--- src/rtl/cprs_pkg.sv ---
// Shared constants and helper functions for the cprs popcount pipeline.
// Tree sizing functions and the saturating accumulator add.
package cprs_pkg;

    function automatic int cprs_cnt_w(input int n);
        return $clog2(n + 1);
    endfunction

    // Operand count after one 3:2 layer: each group of three becomes two.
    function automatic int cprs_next_k(input int k);
        return 2 * (k / 3) + (k % 3);
    endfunction

    function automatic int cprs_k_at(input int n, input int l);
        int k;
        k = n;
        for (int i = 0; i < l; i++) begin
            k = cprs_next_k(k);
        end
        return k;
    endfunction

    // Layers needed to reduce n operands down to the two fed to the adder.
    function automatic int cprs_layers(input int n);
        int k;
        int l;
        k = n;
        l = 0;
        while (k > 2) begin
            k = cprs_next_k(k);
            l++;
        end
        return l;
    endfunction

    // Returns {overflow, sum} with sum clamped to w bits of all-ones.
    function automatic logic [32:0] cprs_sat_add(
        input logic [31:0] a,
        input logic [31:0] b,
        input int          w
    );
        logic [32:0] sum;
        logic [32:0] lim;
        sum = {1'b0, a} + {1'b0, b};
        lim = (33'd1 << w) - 33'd1;
        if (sum > lim) begin
            return {1'b1, lim[31:0]};
        end
        return {1'b0, sum[31:0]};
    endfunction

endpackage

--- src/rtl/cprs_3_2.sv ---
// Single-bit 3:2 compressor (full adder) cell.
// Sum keeps the bit weight, co carries to the next weight.
module cprs_3_2 (
    input  logic a,
    input  logic b,
    input  logic c,
    output logic s,
    output logic co
);

    assign s  = a ^ b ^ c;
    assign co = (a & b) | (a & c) | (b & c);

endmodule

--- src/rtl/cprs_layer.sv ---
// One combinational carry-save layer over K operands of W bits each.
// Groups of three become sum and shifted carry; leftovers pass through.
module cprs_layer
    import cprs_pkg::*;
#(
    parameter int K = 3,
    parameter int W = 3
) (
    input  logic [K*W-1:0]                ops_in,
    output logic [cprs_next_k(K)*W-1:0]   ops_out
);

    localparam int NC = K / 3;
    localparam int R  = K % 3;

    for (genvar c = 0; c < NC; c++) begin : g_cell
        logic [W-1:0] a;
        logic [W-1:0] b;
        logic [W-1:0] d;
        logic [W-1:0] s;
        logic [W-1:0] cy;

        assign a = ops_in[(3*c)*W +: W];
        assign b = ops_in[(3*c+1)*W +: W];
        assign d = ops_in[(3*c+2)*W +: W];

        for (genvar i = 0; i < W - 1; i++) begin : g_bit
            cprs_3_2 u_cell (
                .a  (a[i]),
                .b  (b[i]),
                .c  (d[i]),
                .s  (s[i]),
                .co (cy[i+1])
            );
        end

        // Top carry would leave the count width; the total never needs it.
        assign s[W-1] = a[W-1] ^ b[W-1] ^ d[W-1];
        assign cy[0]  = 1'b0;

        assign ops_out[(2*c)*W +: W]   = s;
        assign ops_out[(2*c+1)*W +: W] = cy;
    end

    for (genvar r = 0; r < R; r++) begin : g_pass
        assign ops_out[(2*NC+r)*W +: W] = ops_in[(3*NC+r)*W +: W];
    end

endmodule

--- src/rtl/cprs_n_pipe.sv ---
// Two-stage pipelined popcount over a 3:2 compressor tree.
// Optional saturating accumulator built when CPRS_ACC_EN is defined.
module cprs_n_pipe
    import cprs_pkg::*;
#(
    parameter  int N_IN  = 16,
    parameter  int ACC_W = 16,
    localparam int CNT_W = cprs_cnt_w(N_IN)
) (
    input  logic             clk,
    input  logic             rst_n,
    input  logic             in_valid,
    output logic             in_ready,
    input  logic [N_IN-1:0]  in,
    input  logic             acc_clr,
    output logic             out_valid,
    input  logic             out_ready,
    output logic [CNT_W-1:0] cnt,
    output logic [ACC_W-1:0] acc,
    output logic             ovf
);

    localparam int LAYERS = cprs_layers(N_IN);
    localparam int HALF   = (LAYERS + 1) / 2;
    localparam int K_S1   = cprs_k_at(N_IN, HALF);

    logic                    s1_v;
    logic                    s2_v;
    logic                    s1_load;
    logic                    s2_load;
    logic                    s2_adv;
    logic [N_IN*CNT_W-1:0]   ops0;
    logic [K_S1*CNT_W-1:0]   s1_ops;
    logic [CNT_W-1:0]        cnt_next;

    // Each input bit becomes a CNT_W-wide operand of value 0 or 1.
    always_comb begin
        ops0 = '0;
        for (int i = 0; i < N_IN; i++) begin
            ops0[i*CNT_W] = in[i];
        end
    end

    for (genvar l = 0; l < LAYERS; l++) begin : g_lay
        localparam int KI = cprs_k_at(N_IN, l);
        localparam int KO = cprs_next_k(KI);

        logic [KI*CNT_W-1:0] li;
        logic [KO*CNT_W-1:0] lo;

        if (l == 0) begin : g_src_in
            assign li = ops0;
        end else if (l == HALF) begin : g_src_s1
            assign li = s1_ops;
        end else begin : g_src_prev
            assign li = g_lay[l-1].lo;
        end

        cprs_layer #(
            .K (KI),
            .W (CNT_W)
        ) u_layer (
            .ops_in  (li),
            .ops_out (lo)
        );
    end

    assign cnt_next = g_lay[LAYERS-1].lo[CNT_W-1:0]
                    + g_lay[LAYERS-1].lo[2*CNT_W-1:CNT_W];

    assign s2_adv    = s2_v & out_ready;
    assign s2_load   = s1_v & (~s2_v | s2_adv);
    assign in_ready  = rst_n & (~s1_v | s2_load);
    assign s1_load   = in_valid & in_ready;
    assign out_valid = s2_v & rst_n;

    // S1: partial sums after the first half of the tree.
    always_ff @(posedge clk) begin
        if (!rst_n) begin
            s1_v   <= 1'b0;
            s1_ops <= '0;
        end else if (s1_load) begin
            s1_v   <= 1'b1;
            s1_ops <= g_lay[HALF-1].lo;
        end else if (s2_load) begin
            s1_v   <= 1'b0;
        end
    end

    // S2: final count, held while downstream stalls.
    always_ff @(posedge clk) begin
        if (!rst_n) begin
            s2_v <= 1'b0;
            cnt  <= '0;
        end else if (s2_load) begin
            s2_v <= 1'b1;
            cnt  <= cnt_next;
        end else if (s2_adv) begin
            s2_v <= 1'b0;
        end
    end

`ifdef CPRS_ACC_EN
    logic [32:0] sat;
    logic        unused_sat;

    assign sat        = cprs_sat_add(32'(acc), 32'(cnt_next), ACC_W);
    assign unused_sat = ^sat;

    // Accumulator tracks S2 loads; a clear restarts it from the loading word.
    always_ff @(posedge clk) begin
        if (!rst_n) begin
            acc <= '0;
            ovf <= 1'b0;
        end else if (s2_load) begin
            if (acc_clr) begin
                acc <= ACC_W'(cnt_next);
                ovf <= 1'b0;
            end else begin
                acc <= sat[ACC_W-1:0];
                ovf <= ovf | sat[32];
            end
        end else if (acc_clr) begin
            acc <= '0;
            ovf <= 1'b0;
        end
    end
`else
    logic unused_clr;

    assign unused_clr = acc_clr;
    assign acc        = '0;
    assign ovf        = 1'b0;
`endif

endmodule

--- config.mk ---
export PLATFORM = sky130hd
export DESIGN_NAME = cprs_n_pipe
export DESIGN_NICKNAME = d
export VERILOG_FILES = /design/src/rtl/cprs_pkg.sv /design/src/rtl/cprs_3_2.sv /design/src/rtl/cprs_layer.sv /design/src/rtl/cprs_n_pipe.sv
export SDC_FILE = /design/constraint.sdc
export NUM_CORES = 1
export LEC_CHECK = 0
export ABC_AREA = 1
export CORE_UTILIZATION = 44
export CTS_CLUSTER_SIZE = 8
export DETAILED_ROUTE_END_ITERATION = 10
export PLACE_DENSITY = 0.88
export SLEW_MARGIN = 20
export SYNTH_ARGS = -nofsm -noshare
export SYNTH_HDL_FRONTEND = slang
export SYNTH_SLANG_ARGS = --single-unit
--- constraint.sdc ---
create_clock -name clk -period 2.8 [get_ports clk]
set_clock_uncertainty 0.15 [all_clocks]
set_input_delay 0.7 -clock clk [delete_from_list [all_inputs] [get_ports clk]]
set_output_delay 0.7 -clock clk [all_outputs]
set_load 0.02 [all_outputs]
==> impl_metrics.py, run 1 <==
metrics = {
    "setup_path": {
        "rr_endpoint": "cnt[4]",
        "worst_path_most_repeated_cell": "fa_1",
        "endpoint": "cnt[4]",
        "critPathBufInv": 1,
        "crit_required_ns": 2.88,
        "startpoint": "g_lay[3].li[1]",
        "cp_slowest_cell": "fa_1",
        "cp_top_family": "adder cells",
        "worstPathArrival_ns": 2.71,
        "cp_cell_sequence": "fa_1 -> fa_1 -> ha_1 -> ha_1 -> inv_1 -> fa_1 -> xnor2_1 -> nand2_1 -> a21oi_1",
        "end_kind": "register",
        "start_kind": "register",
        "cp.depth": 9,
        "slowest_delay_ns": 0.51,
        "worstRegToRegCells": 9,
        "path_max_fanout": 2,
        "crit-reg2reg-launch": "g_lay[3].li[1]",
        "reg2reg_slack_ns": 0.16,
        "critPathKind": "reg -> reg",
    },
    "clock_tree": {
        "clk_latency_ns": 0.29,
        "clkTransAtPathRegs_ns": 0.10,
        "cts_buffer_depth": 2,
        "cts_tree": "built",
        "cts_root_buffer": "clkbuf_4",
        "numClockSinks": 17,
        "cts_buffers": 3,
        "cts_repair_resize_count": 1,
        "h-tree-depth": 1,
        "postCtsHoldBufs": 0,
        "cts_setup_buffers": 0,
    },
    "global_routing": {
        "antenna_found_initial": 0,
        "grt_pass1_vias": 777,
        "overflow": 0,
        "grt_pass1_wl_um": 3160,
        "grtUsageTotal": 0.1504,
        "grt_start_max_net_pins": 18,
    },
    "die": {
        "core_area_um2": 2567,
        "io_pins": 45,
        "num_rows": 18,
        "die_h_um": 54.98,
        "die-area_um2": 3023,
        "initial_utilization": 0.4810,
        "dieWidth_um": 54.98,
    },
    "yosys": {
        "ys_types": 19,
        "synth_seq_cells": 17,
        "syn_avg_cell_area_um2": 8.458,
        "yosys_warnings": 0,
        "synthCells": 146,
        "yosysSeqAreaShare": 0.2756,
        "netlist_area_um2": 1235,
    },
    "placement": {
        "gp_congestion": 0.7720,
        "numPlacedInstances": 200,
        "dpl.hpwl_um": 1586,
        "dp_slack_ns": -0.03455,
        "port_buffers": 26,
        "postPlaceCellArea_um2": 1446,
    },
    "sta": {
        "fmax_mhz": 379.2,
        "fin_ws_ns": 0.1630,
        "fin_crit_sh": 0.9418,
        "setup_viol": 0,
        "report.final.slew_viol_count": 0,
        "post-route-min-period_ns": 2.637,
        "rsz0062_at_grt": "false",
        "finalHoldViolCount": 0,
    },
    "routing": {
        "vias_per_cell": 4.510,
        "firstDrtPassIters": 4,
        "drtIter0Drc": 11,
        "ant_nets": 0,
        "avgRoutedWirePerCell_um": 9.265,
        "vias": 920,
        "drc_errors": 0,
        "drt_wl_total_um": 1890,
    },
    "power": {
        "p_per_area_nw_per_um2": 409.7,
        "p_leak_nw": 0.7825,
        "ir_drop_mv": 0.3149,
        "power.total_w": 0.0006044,
    },
    "final_layout": {
        "finalNetCount": 218,
        "finish.instance_area_um2": 1475,
        "fillers": 237,
        "drive_gt1_frac": 0.06897,
        "diodes": 0,
        "syn_to_final_growth_pct": 19.45,
        "final_common_cell": "inv_1",
        "final_cell_mix": "27 x inv_1, 24 x clkdlybuf4s50_1, 18 x nand2_1, 18 x nand3_1",
        "fin_cells": 204,
    },
    "hold_path": {
        "holdCritPathClass": "reg -> reg",
    },
    "outcome": {
        "outcome": "completed",
    },
    "job": {
        "max_cap_viol_count": 0,
    },
}
[worst min-delay path, cell delays in order (launching register included)]
cell and delay (ns):
dfxtp_1 0.32, nand2_1 0.06, a21oi_1 0.06
[cells in the mapped netlist]
library cell	n	area (um2)
nand4_1	1	6.260
xnor2_1	1	8.760
inv_1	27	101.4
nand3_2	2	20.02
dfxtp_1	17	340.3
clkbuf_8	1	13.76
o21ai_0	3	15.01
nand2_2	1	6.260
conb_1	1	3.750
buf_4	17	127.6
nor2_1	9	33.78
a21oi_1	3	15.01
buf_2	1	5.000
fa_1	10	200.2
nand3_1	18	90.09
nand2_1	18	67.56
buf_6	2	22.52
ha_1	12	150.1
inv_2	2	7.510
[worst min path at each step]
stage                    startpoint               to  slack (ns)  cells after the start
global route                 cnt[1]           cnt[1]        0.36                      2
floorplan           g_lay[3].li[17]  g_lay[3].li[17]        0.29                      2
finish                       cnt[4]           cnt[4]        0.33                      2
detailed placement           cnt[4]           cnt[4]        0.32                      2
CTS                 g_lay[3].li[17]  g_lay[3].li[17]        0.33                      2
global placement    g_lay[3].li[17]  g_lay[3].li[17]        0.31                      2
[sequential cells by signal, summed over array words and instances, names as in the netlist]
name / count
s2_v: 1
g_lay.li: 10
cnt: 5
s1_v: 1
[layer usage]
metal / vias up / track usage / wire length, um
li1: 467 / - / -
met5: - / 0 / 0
met1: 423 / 0.1847 / 820
met2: 26 / 0.2470 / 960
met3: 4 / 0.03279 / 86
met4: 0 / 0.07500 / 22
[cells by family after synthesis]
kind of cell / Yosys count / share of synthesized area
buffers and inverters: 50 / 0.2249
AO/OA/AOI/OAI: 6 / 0.02431
adder cells (fa/ha/maj): 22 / 0.2837
flip-flops: 17 / 0.2756
XOR/XNOR: 1 / 0.007093
AND/OR/NAND/NOR: 49 / 0.1814
other: 1 / 0.003037
[cell type report]
type,instances,area [um2],area share
Inverter,29,108.9,0.07379
Multi-Input combinational cell,95,676.9,0.4589
Tap cell,30,37.54,0.02545
Timing Repair Buffer,29,284.0,0.1925
Clock inverter,1,5.005,0.003393
Sequential cell,17,340.3,0.2307
Clock buffer,3,22.52,0.01527
[metrics by stage]
stage	hold slack, ns	setup TNS [ns]	util
after detailed placement	0.3184	-0.06101	0.5634
after global routing	0.3619	0	0.5746
after global placement	0.3102	-0.03223	0.5634
after floorplan	0.2928	0	-
after CTS	0.3321	0	0.5736
final	0.3306	0	0.5746
[power by group]
part / total, W / switching (W) / internal (W) / leakage, nW
logic: 0.000198 / 0.000109 / 0.0000897 / 0.625
clock network: 0.000128 / 0.0000753 / 0.0000531 / 0.0177
registers: 0.000278 / 0.0000139 / 0.000264 / 0.139
total: 0.000604 / 0.000198 / 0.000406 / 0.782
Note: power is estimated with default switching activity, not from simulation.
==> run 2, diff against run 1 <==
Settings changed: CORE_UTILIZATION 44 to 30, CTS_CLUSTER_SIZE 8 to 30, PLACE_DENSITY 0.88 to 0.67.
==> run 2 against run 1 <==
  * Clock-buffer cell count is 1 higher
  * Total power up 8.2%
  * Via count is 2.5% lower
  * Sequential power about the same
  * Clock power grew 41%
  * Final area is 2.7% higher
  * Global-route usage is 4.7 points lower
  * Die area up 45%
  * Register-to-register slack got worse by 0.06 ns
  * Setup slack worse by 0.059 ns
  * First-iteration DRC count rose by 55%
  * Critical endpoint unchanged
  * Highest routed layer unchanged
==> impl_metrics.py, run 2 (synthesis gave the netlist of run 1 again) <==
metrics = {
    "final_layout": {
        "drive_gt1_frac": 0.06322,
        "postLayoutCoreUtil": 0.3989,
        "final_cell_mix": "27 x inv_1, 24 x clkdlybuf4s50_1, 18 x nand2_1, 18 x nand3_1",
        "fillers": 394,
        "ff_latch_area_um2": 340.3,
        "diodes": 0,
        "largest_reg_flops": 10,
        "multi_input_area_um2": 676.9,
        "syn_to_final_growth_pct": 22.69,
        "finish.instance_area_um2": 1515,
        "final_common_cell": "inv_1",
        "finalNetCount": 218,
    },
    "setup_path": {
        "crit_required_ns": 2.83,
        "critPathBufInv": 1,
        "cp_top_family": "adder cells",
        "cp.depth": 9,
        "worstRegToRegCells": 9,
        "path_max_fanout": 2,
        "slowest_delay_ns": 0.51,
        "cp_slowest_cell": "fa_1",
        "critPathKind": "reg -> reg",
        "start_kind": "register",
        "end_kind": "register",
        "worstPathArrival_ns": 2.73,
        "worst_path_most_repeated_cell": "fa_1",
        "cp_cell_sequence": "fa_1 -> fa_1 -> ha_1 -> ha_1 -> inv_1 -> fa_1 -> xnor2_1 -> nand2_1 -> a21oi_1",
    },
    "placement": {
        "dpl.hpwl_um": 1598,
        "postPlaceCellArea_um2": 1469,
        "port_buffers": 26,
        "dp_slack_ns": -0.04017,
        "gp_congestion": 0.7942,
    },
    "hold_path": {
        "whs_path_depth": 2,
        "holdCritPathClass": "reg -> reg",
    },
    "sta": {
        "fmax_mhz": 370.9,
        "report.final.slew_viol_count": 0,
        "finalHoldViolCount": 0,
        "fin_crit_sh": 0.9630,
        "fin_ws_ns": 0.1036,
        "whs_ns": 0.3205,
        "post-route-min-period_ns": 2.696,
        "setup_viol": 0,
        "rsz0062_at_grt": "false",
    },
    "clock_tree": {
        "clkTransAtPathRegs_ns": 0.06,
        "cts_tree": "built",
        "cts_buffer_depth": 2,
        "cts_buffers": 3,
        "postCtsHoldBufs": 0,
        "cts_root_buffer": "clkbuf_8",
        "clk_latency_ns": 0.25,
        "h-tree-depth": 1,
        "numClockSinks": 17,
    },
    "outcome": {
        "outcome": "completed",
    },
    "routing": {
        "drc_errors": 0,
        "firstDrtPassIters": 4,
        "drt_wl_total_um": 1929,
        "vias_per_cell": 4.041,
        "dr.max_layer_used": "met4",
        "dr_wl_met3_um": 66,
        "drtIter0Drc": 17,
        "ant_nets": 0,
        "wirelength_met1_um": 853,
        "vias": 897,
        "avgRoutedWirePerCell_um": 8.689,
        "met2_wirelength_um": 981,
    },
    "global_routing": {
        "grt_pass1_wl_um": 3443,
        "grt_start_max_net_pins": 18,
        "overflow": 0,
        "antenna_found_initial": 0,
        "grt_pass1_vias": 870,
        "grtUsageTotal": 0.1036,
    },
    "die": {
        "die-area_um2": 4377,
        "dieWidth_um": 66.16,
        "initial_utilization": 0.3251,
        "num_rows": 22,
        "core_area_um2": 3799,
        "io_pins": 45,
        "die_h_um": 66.16,
    },
    "power": {
        "p_leak_nw": 0.7875,
        "ir_drop_mv": 0.1401,
        "p_per_area_nw_per_um2": 431.8,
    },
    "job": {
        "max_cap_viol_count": 0,
    },
}
==> run 2: report_power, final <==
part           switching, W  total, W  internal, W  leakage (nW)
sequential        0.0000137  0.000278     0.000264         0.139
combinational      0.000107  0.000196    0.0000890         0.625
clock             0.0000797  0.000180     0.000101        0.0228
==> run 2: stage by stage <==
stage	setup TNS (ns)	power, W	instances
after CTS	0	0.0006641	222
after global routing	0	0.0007070	222
after detailed placement	-0.06765	0.0004844	218
final	0	0.0006543	222
after global placement	-0.05058	0.0004804	218
after floorplan	0	0.0004362	162
==> run 2: worst paths after layout <==
| kind | startpoint | end | slack [ns] |
|---|---|---|---|
| max | g_lay[3].li[1] | cnt[4] | 0.10 |
| min reg2reg | g_lay[3].li[7] | g_lay[3].li[7] | 0.32 |
| max reg2reg | g_lay[3].li[1] | cnt[4] | 0.10 |
| min | g_lay[3].li[7] | g_lay[3].li[7] | 0.32 |
==> run 2: cell type report <==
class,instances,area share
multi-input combinational,95,0.4467
sequential,17,0.2246
timing repair buffer,29,0.1874
inverter,29,0.07184
tap,48,0.03964
clock buffer,4,0.02973
==> run 2: worst register-to-register path: stages, from the launching register on <==
cell and delay (ns):
dfxtp_1 0.33, fa_1 0.51, fa_1 0.42, ha_1 0.29
ha_1 0.14, inv_1 0.04, fa_1 0.38, xnor2_1 0.19
nand2_1 0.07, a21oi_1 0.11
==> run 2: what timing repair did <==
action	4_1_cts	5_1_grt
endpoints found under the setup margin	1	1
buffers inserted	0	0
gates resized for setup	1	1
==> run 2: per-layer routing <==
metal  GRT usage  up-vias
met2      0.1913       18
met5           0        -
met3     0.02586        2
met1      0.1117      412
met4     0.03989        0
li1            -      465
